## config.mk

```make
export PLATFORM = sky130hd
export DESIGN_NAME = spi_park_detector
export DESIGN_NICKNAME = d
export VERILOG_FILES = /design/src/rtl/park_pkg.sv /design/src/rtl/spi_frame_master.sv /design/src/rtl/spi_park_detector.sv
export SDC_FILE = /design/constraint.sdc
export NUM_CORES = 1
export LEC_CHECK = 0
export BUFFER_PORTS_ARGS = -buffer_cell sky130_fd_sc_hd__buf_2
export CAP_MARGIN = 10
export CORE_AREA = 2 2 78 80
export CTS_BUF_LIST = sky130_fd_sc_hd__clkbuf_16
export CTS_CLUSTER_SIZE = 24
export DETAILED_ROUTE_END_ITERATION = 7
export DIE_AREA = 0 0 80 82
export GPL_TIMING_DRIVEN = 0
export PLACE_DENSITY = 0.71
export SYNTH_ARGS = -nofsm -noshare
export SYNTH_HDL_FRONTEND = slang
export SYNTH_HIERARCHICAL = 1
export SYNTH_SLANG_ARGS = --single-unit
```

## constraint.sdc

```tcl
create_clock -name clk -period 2.35 [get_ports clk]
set_input_delay 0.235 -clock clk [delete_from_list [all_inputs] [get_ports clk]]
set_output_delay 0.235 -clock clk [all_outputs]
set_load 0.02 [all_outputs]
```

## src/rtl/park_pkg.sv

```systemverilog
// Shared definitions for the parking-sensor front end: frame geometry,
// SPI master state encoding and default thresholds.
package park_pkg;

    localparam int FRAME_BITS = 16;
    localparam int DATA_MSB   = 11;
    localparam int DATA_LSB   = 4;

    localparam logic [7:0] THRESH_ON_DEF  = 8'd64;
    localparam logic [7:0] THRESH_OFF_DEF = 8'd96;

    typedef enum logic [1:0] {
        ST_IDLE  = 2'd0,
        ST_SETUP = 2'd1,
        ST_SHIFT = 2'd2,
        ST_HOLD  = 2'd3
    } spi_state_t;

    // Saturating increment for the 4-bit confirmation counters.
    function automatic logic [3:0] sat_inc4(input logic [3:0] v);
        return (v == 4'hF) ? v : v + 4'd1;
    endfunction

endpackage

```

## src/rtl/spi_frame_master.sv

```systemverilog
// Single-frame SPI read master: on start, clocks one 16-bit frame in
// MSB first and presents the 8 data bits with a one-cycle valid pulse.
module spi_frame_master
    import park_pkg::*;
#(
    parameter int SCLK_DIV = 50
) (
    input  logic       clk,
    input  logic       rst_n,
    input  logic       start,
    input  logic       miso,
    output logic       ss,
    output logic       sclk,
    output logic [7:0] data,
    output logic       valid
);

    localparam int DIV_W = $clog2(SCLK_DIV);
    localparam logic [DIV_W-1:0] DIV_LAST = DIV_W'(SCLK_DIV - 1);

    spi_state_t                state_reg, state_next;
    logic [DIV_W-1:0]          div_reg;
    logic                      phase_reg;
    logic [3:0]                bit_reg;
    logic [FRAME_BITS-1:0]     shreg_reg;
    logic [7:0]                data_reg;
    logic                      valid_reg;
    logic                      div_done;
    logic                      last_half;
    logic                      unused_bits;

    assign div_done  = (div_reg == DIV_LAST);
    assign last_half = div_done && phase_reg && (bit_reg == 4'd15);

    // Only bits [11:4] of the frame carry ADC data.
    assign unused_bits = ^{shreg_reg[FRAME_BITS-1:DATA_MSB+1], shreg_reg[DATA_LSB-1:0]};

    always_ff @(posedge clk or negedge rst_n) begin
        if (!rst_n) begin
            state_reg <= ST_IDLE;
        end else begin
            state_reg <= state_next;
        end
    end

    always_comb begin
        state_next = state_reg;
        unique case (state_reg)
            ST_IDLE:  if (start)     state_next = ST_SETUP;
            ST_SETUP: if (div_done)  state_next = ST_SHIFT;
            ST_SHIFT: if (last_half) state_next = ST_HOLD;
            ST_HOLD:  if (div_done)  state_next = ST_IDLE;
            default:                 state_next = ST_IDLE;
        endcase
    end

    // SS/SCLK decode straight from state so an async reset idles the bus at once.
    always_comb begin
        ss   = 1'b1;
        sclk = 1'b1;
        unique case (state_reg)
            ST_SETUP: ss = 1'b0;
            ST_SHIFT: begin
                ss   = 1'b0;
                sclk = phase_reg;
            end
            default: ;
        endcase
    end

    always_ff @(posedge clk or negedge rst_n) begin
        if (!rst_n) begin
            div_reg   <= '0;
            phase_reg <= 1'b0;
            bit_reg   <= 4'd0;
            shreg_reg <= '0;
            data_reg  <= 8'd0;
            valid_reg <= 1'b0;
        end else begin
            if (state_reg == ST_IDLE || div_done) begin
                div_reg <= '0;
            end else begin
                div_reg <= div_reg + 1'b1;
            end

            if (state_reg != ST_SHIFT) begin
                phase_reg <= 1'b0;
                bit_reg   <= 4'd0;
            end else if (div_done) begin
                phase_reg <= ~phase_reg;
                if (phase_reg) begin
                    bit_reg <= bit_reg + 4'd1;
                end
            end

            // Capture on the edge where SCLK rises (low half ending).
            if (state_reg == ST_SHIFT && div_done && !phase_reg) begin
                shreg_reg <= {shreg_reg[FRAME_BITS-2:0], miso};
            end

            valid_reg <= 1'b0;
            if (state_reg == ST_SHIFT && last_half) begin
                data_reg  <= shreg_reg[DATA_MSB:DATA_LSB];
                valid_reg <= 1'b1;
            end
        end
    end

    assign data  = data_reg;
    assign valid = valid_reg;

endmodule

```

## src/rtl/spi_park_detector.sv

```systemverilog
// Periodic ADC poll plus hysteresis/confirmation filter producing the
// debounced parked level.
module spi_park_detector
    import park_pkg::*;
#(
    parameter int         SCLK_DIV      = 50,
    parameter int         SAMPLE_PERIOD = 1_000_000,
    parameter logic [7:0] THRESH_ON     = THRESH_ON_DEF,
    parameter logic [7:0] THRESH_OFF    = THRESH_OFF_DEF,
    parameter int         CONFIRM       = 4
) (
    input  logic       clk,
    input  logic       rst_n,
    input  logic       MISO,
    output logic       SS,
    output logic       SCLK,
    output logic       MOSI,
    output logic [7:0] sample,
    output logic       sample_valid,
    output logic       parked
);

    localparam int TW = $clog2(SAMPLE_PERIOD);
    localparam logic [TW-1:0] PERIOD_LAST = TW'(SAMPLE_PERIOD - 1);
    localparam logic [3:0]    CONFIRM_C   = 4'(CONFIRM);

    logic [TW-1:0] timer_reg;
    logic          tick;
    logic [7:0]    frame_data;
    logic          frame_valid;
    logic [3:0]    on_cnt_reg;
    logic [3:0]    off_cnt_reg;
    logic          parked_reg;
    logic [3:0]    on_cnt_next;
    logic [3:0]    off_cnt_next;

    assign tick = (timer_reg == PERIOD_LAST);

    always_ff @(posedge clk or negedge rst_n) begin
        if (!rst_n) begin
            timer_reg <= '0;
        end else if (tick) begin
            timer_reg <= '0;
        end else begin
            timer_reg <= timer_reg + 1'b1;
        end
    end

    spi_frame_master #(
        .SCLK_DIV (SCLK_DIV)
    ) u_master (
        .clk   (clk),
        .rst_n (rst_n),
        .start (tick),
        .miso  (MISO),
        .ss    (SS),
        .sclk  (SCLK),
        .data  (frame_data),
        .valid (frame_valid)
    );

    assign on_cnt_next  = sat_inc4(on_cnt_reg);
    assign off_cnt_next = sat_inc4(off_cnt_reg);

    // Only the counter facing the opposite state runs; the other stays at 0.
    always_ff @(posedge clk or negedge rst_n) begin
        if (!rst_n) begin
            on_cnt_reg  <= 4'd0;
            off_cnt_reg <= 4'd0;
            parked_reg  <= 1'b0;
        end else if (frame_valid) begin
            if (!parked_reg) begin
                off_cnt_reg <= 4'd0;
                if (frame_data <= THRESH_ON) begin
                    if (on_cnt_next >= CONFIRM_C) begin
                        parked_reg <= 1'b1;
                        on_cnt_reg <= 4'd0;
                    end else begin
                        on_cnt_reg <= on_cnt_next;
                    end
                end else begin
                    on_cnt_reg <= 4'd0;
                end
            end else begin
                on_cnt_reg <= 4'd0;
                if (frame_data >= THRESH_OFF) begin
                    if (off_cnt_next >= CONFIRM_C) begin
                        parked_reg  <= 1'b0;
                        off_cnt_reg <= 4'd0;
                    end else begin
                        off_cnt_reg <= off_cnt_next;
                    end
                end else begin
                    off_cnt_reg <= 4'd0;
                end
            end
        end
    end

    assign MOSI         = 1'b0;
    assign sample       = frame_data;
    assign sample_valid = frame_valid;
    assign parked       = parked_reg;

endmodule

```

==> flow_summary.json <==
{
  "status": "finished clean",
  "ant_nets": 0,
  "worstPathCellList": "ha_1 -> nand2_1 -> or3_1 -> nor3_4 -> o22ai_1 -> mux2i_1",
  "p_comb_frac": 0.012,
  "power.share.switching": 0.196,
  "drv_cap": 0,
  "rsz0062_at_grt": "no",
  "ioPinCount": 16,
  "power.total_mw": 2.35,
  "cts_root_buffer": "clkbuf_16",
  "tns_ps": 0,
  "dp.cells": 354,
  "end_kind": "flip-flop",
  "htree_levels": 3,
  "firstDrtPassIters": 4,
  "dp_hpwl_um": 3600,
  "fillerInstances": 468,
  "multiInputGateArea_mm2": 0.00141,
  "grt_pass1_wl_um": 9670,
  "p_leak_nw": 1.75,
  "antenna-diode-count": 0,
  "postCtsResizedCells": 0,
  "synthCells": 264,
  "synthesis.area_mm2": 0.00306,
  "seq_power_share": 0.462,
  "worst_pin_slew_ps": 870,
  "ys.flop_type": "dfrtp_1",
  "synth.net_count": 277,
  "largest_reg_flops": 20,
  "clockBufferDepth": 2,
  "cts_tree": "done",
  "synth_top_area_frac": 0.515,
  "die_area_mm2": 0.00656,
  "clk_latency_ps": 320,
  "avgSynthCellArea_um2": 11.6,
  "max-vdd-ir-drop_mv": 0.518,
  "hold_buffers": 0,
  "r2r-start": "timer_reg[0]$_DFF_PN0_",
  "grt_max_degree": 38,
  "synth_area_leader_cell": "dfrtp_1",
  "startpoint": "timer_reg[0]$_DFF_PN0_",
  "hold_ws_ps": 32.0,
  "drive_above_1_share": 0.221,
  "yosys_warnings": 6,
  "syn2layout_area_growth_pct": 15.1,
  "cp_max_fo": 7,
  "switching_power_mw": 0.460,
  "final_nets": 303,
  "critPathKind": "reg2reg",
  "gp_congestion": 0.773,
  "wl_um": 5200,
  "synthTopCellsByArea": "dfrtp_1, mux2_2, ha_1, xnor2_1, nor2_1",
  "core_mm2": 0.00575,
  "slew_violations": 0,
  "vias_per_cell": 5.40,
  "critPathLaunchType": "flip-flop",
  "worst_ep_required_time_ps": 2540,
  "clock.fmax_mhz": 521,
  "die_height_um": 82,
  "num_rows": 28,
  "io_buffer_count": 14,
  "first_global_vias": 2134,
  "p_int_mw": 1.89,
  "ys_async_sr_fraction": 1.00,
  "initial_core_util": 0.533,
  "arrival_ps": 2110,
  "synth_seq_cells": 63,
  "antenna_found_initial": 0,
  "clock_skew_ps": 8.03,
  "synth_edf_count": 0,
  "ff_latch_area_mm2": 0.00158,
  "die_w_um": 80,
  "ys_types": 48,
  "slew_headroom": 0.420,
  "cts_inserted_buffers": 9,
  "grt_use_total": 0.195,
  "ys_seq_area_frac": 0.515,
  "clockPowerShare": 0.526,
  "clock_sinks": 63,
  "overflow": 0,
  "fin_cells": 369,
  "crit_path_top_delay_cell": "or3_1",
  "routedWlPerCell_um": 14.1,
  "finalSetupViolCount": 0,
  "drcViolationCount": 0,
  "post_cts_buffers": 0,
  "clkTransAtPathRegs_ps": 50,
  "max_stage_delay_ps": 430,
  "finalHoldViolations": 0,
  "layout_min_cycle_time_ps": 1920,
  "final.period_utilization": 0.817,
  "drt_iter0_drc": 77,
  "p_per_area_mw_per_mm2": 667,
  "hold_path.class": "in2async",
  "vias": 1991
}
[layout make-up]
class / count / area share
multi-input cells: 183 / 0.399
clock buffers: 9 / 0.0639
flip-flops and latches: 63 / 0.447
plain buffers: 8 / 0.0114
well taps: 75 / 0.0266
inverters: 10 / 0.0107
clock inverters: 6 / 0.0153
repair buffers: 15 / 0.0256
[power by group through the flow]
stage	Sequential (mW)	Clock, mW	Combinational, mW
after CTS	1.09	1.26	0.0308
after detailed placement	1.10	0	0.0304
after global routing	1.09	1.31	0.0344
after global placement	1.10	0	0.0257
final	1.09	1.24	0.0285
after floorplan	1.10	0	0.00267
[routing by layer]
layer	share of wire	GRT usage	vias up
met3	0.021	0.0374	10
met5	0	0	-
met1	0.46	0.244	976
met2	0.49	0.313	22
li1	-	-	983
met4	0.029	0.124	0
[cell families after synthesis]
group	count (synthesis)	synth area share
mux	24	0.0871
flops	63	0.515
buf+inv	18	0.0253
fa+ha+maj	10	0.0409
simple gates	108	0.223
other cells	1	0.00123
xor+xnor	19	0.0544
compound gates	21	0.0527
[worst paths after layout]
path | end | slack (ps) | depth (start not counted)
setup / recovery | u_master/state_reg[1]$_DFFE_PN0P_ | 430 | 6
hold / removal | off_cnt_reg[2]$_DFFE_PN0P_ | 30 | 1
setup reg to reg | u_master/state_reg[1]$_DFFE_PN0P_ | 430 | 6
hold reg to reg | timer_reg[0]$_DFF_PN0_ | 460 | 1
max in group asynchronous | timer_reg[5]$_DFF_PN0_ | 1680 | 2
min in group clk | u_master/shreg_reg[0]$_DFFE_PN0P_ | 140 | 2
[critical path, delay by kind of cell (launching register included)]
kind | cells | cell delay, ps
compound gates | 1 | 200
fa+ha+maj | 1 | 230
flops | 1 | 360
mux | 1 | 150
simple gates | 3 | 830
[cell usage after synthesis, types with 4 or more instances]
master	count
and3_1	5
nor3_1	9
nor2b_1	6
ha_1	10
nand2_1	13
inv_1	10
a21oi_1	6
xor2_1	8
nor2_1	23
nor4_1	6
and4_1	4
nand3_1	11
nand4_1	6
xnor2_1	11
dfrtp_1	63
nand2b_1	4
mux2_2	21
[metrics by stage]
step	setup WS, ps	cell area (um2)	utilization
after floorplan	591	3060	-
after global placement	468	3220	0.561
after detailed placement	402	3240	0.565
after CTS	398	3520	0.613
after global routing	256	3520	0.613
final	430	3520	0.613
[placed cells by master, fill, tap and decap left out, types with 2 or more instances in the layout]
| cell type | n |
|---|---|
| inv_1 | 11 |
| a21oi_1 | 6 |
| a21o_1 | 2 |
| nor4_1 | 6 |
| o22ai_1 | 2 |
| clkinv_1 | 2 |
| ha_1 | 10 |
| and2_1 | 3 |
| or3_1 | 2 |
| a31oi_1 | 2 |
| nor2_1 | 23 |
| nand2b_1 | 4 |
| clkbuf_16 | 9 |
| mux2_2 | 21 |
| nand3_1 | 11 |
| nand4_1 | 6 |
| nand2_1 | 13 |
| mux2i_1 | 3 |
| buf_2 | 16 |
| nor3_1 | 9 |
| buf_4 | 2 |
| xnor2_1 | 11 |
| nor3_4 | 2 |
| nor4_4 | 2 |
| dfrtp_1 | 63 |
| nand3_2 | 3 |
| a21boi_0 | 2 |
| and4_1 | 4 |
| clkbuf_1 | 3 |
| xor2_1 | 8 |
| and3_1 | 5 |
| nor2b_1 | 6 |
(Power assumes the default switching activity.)
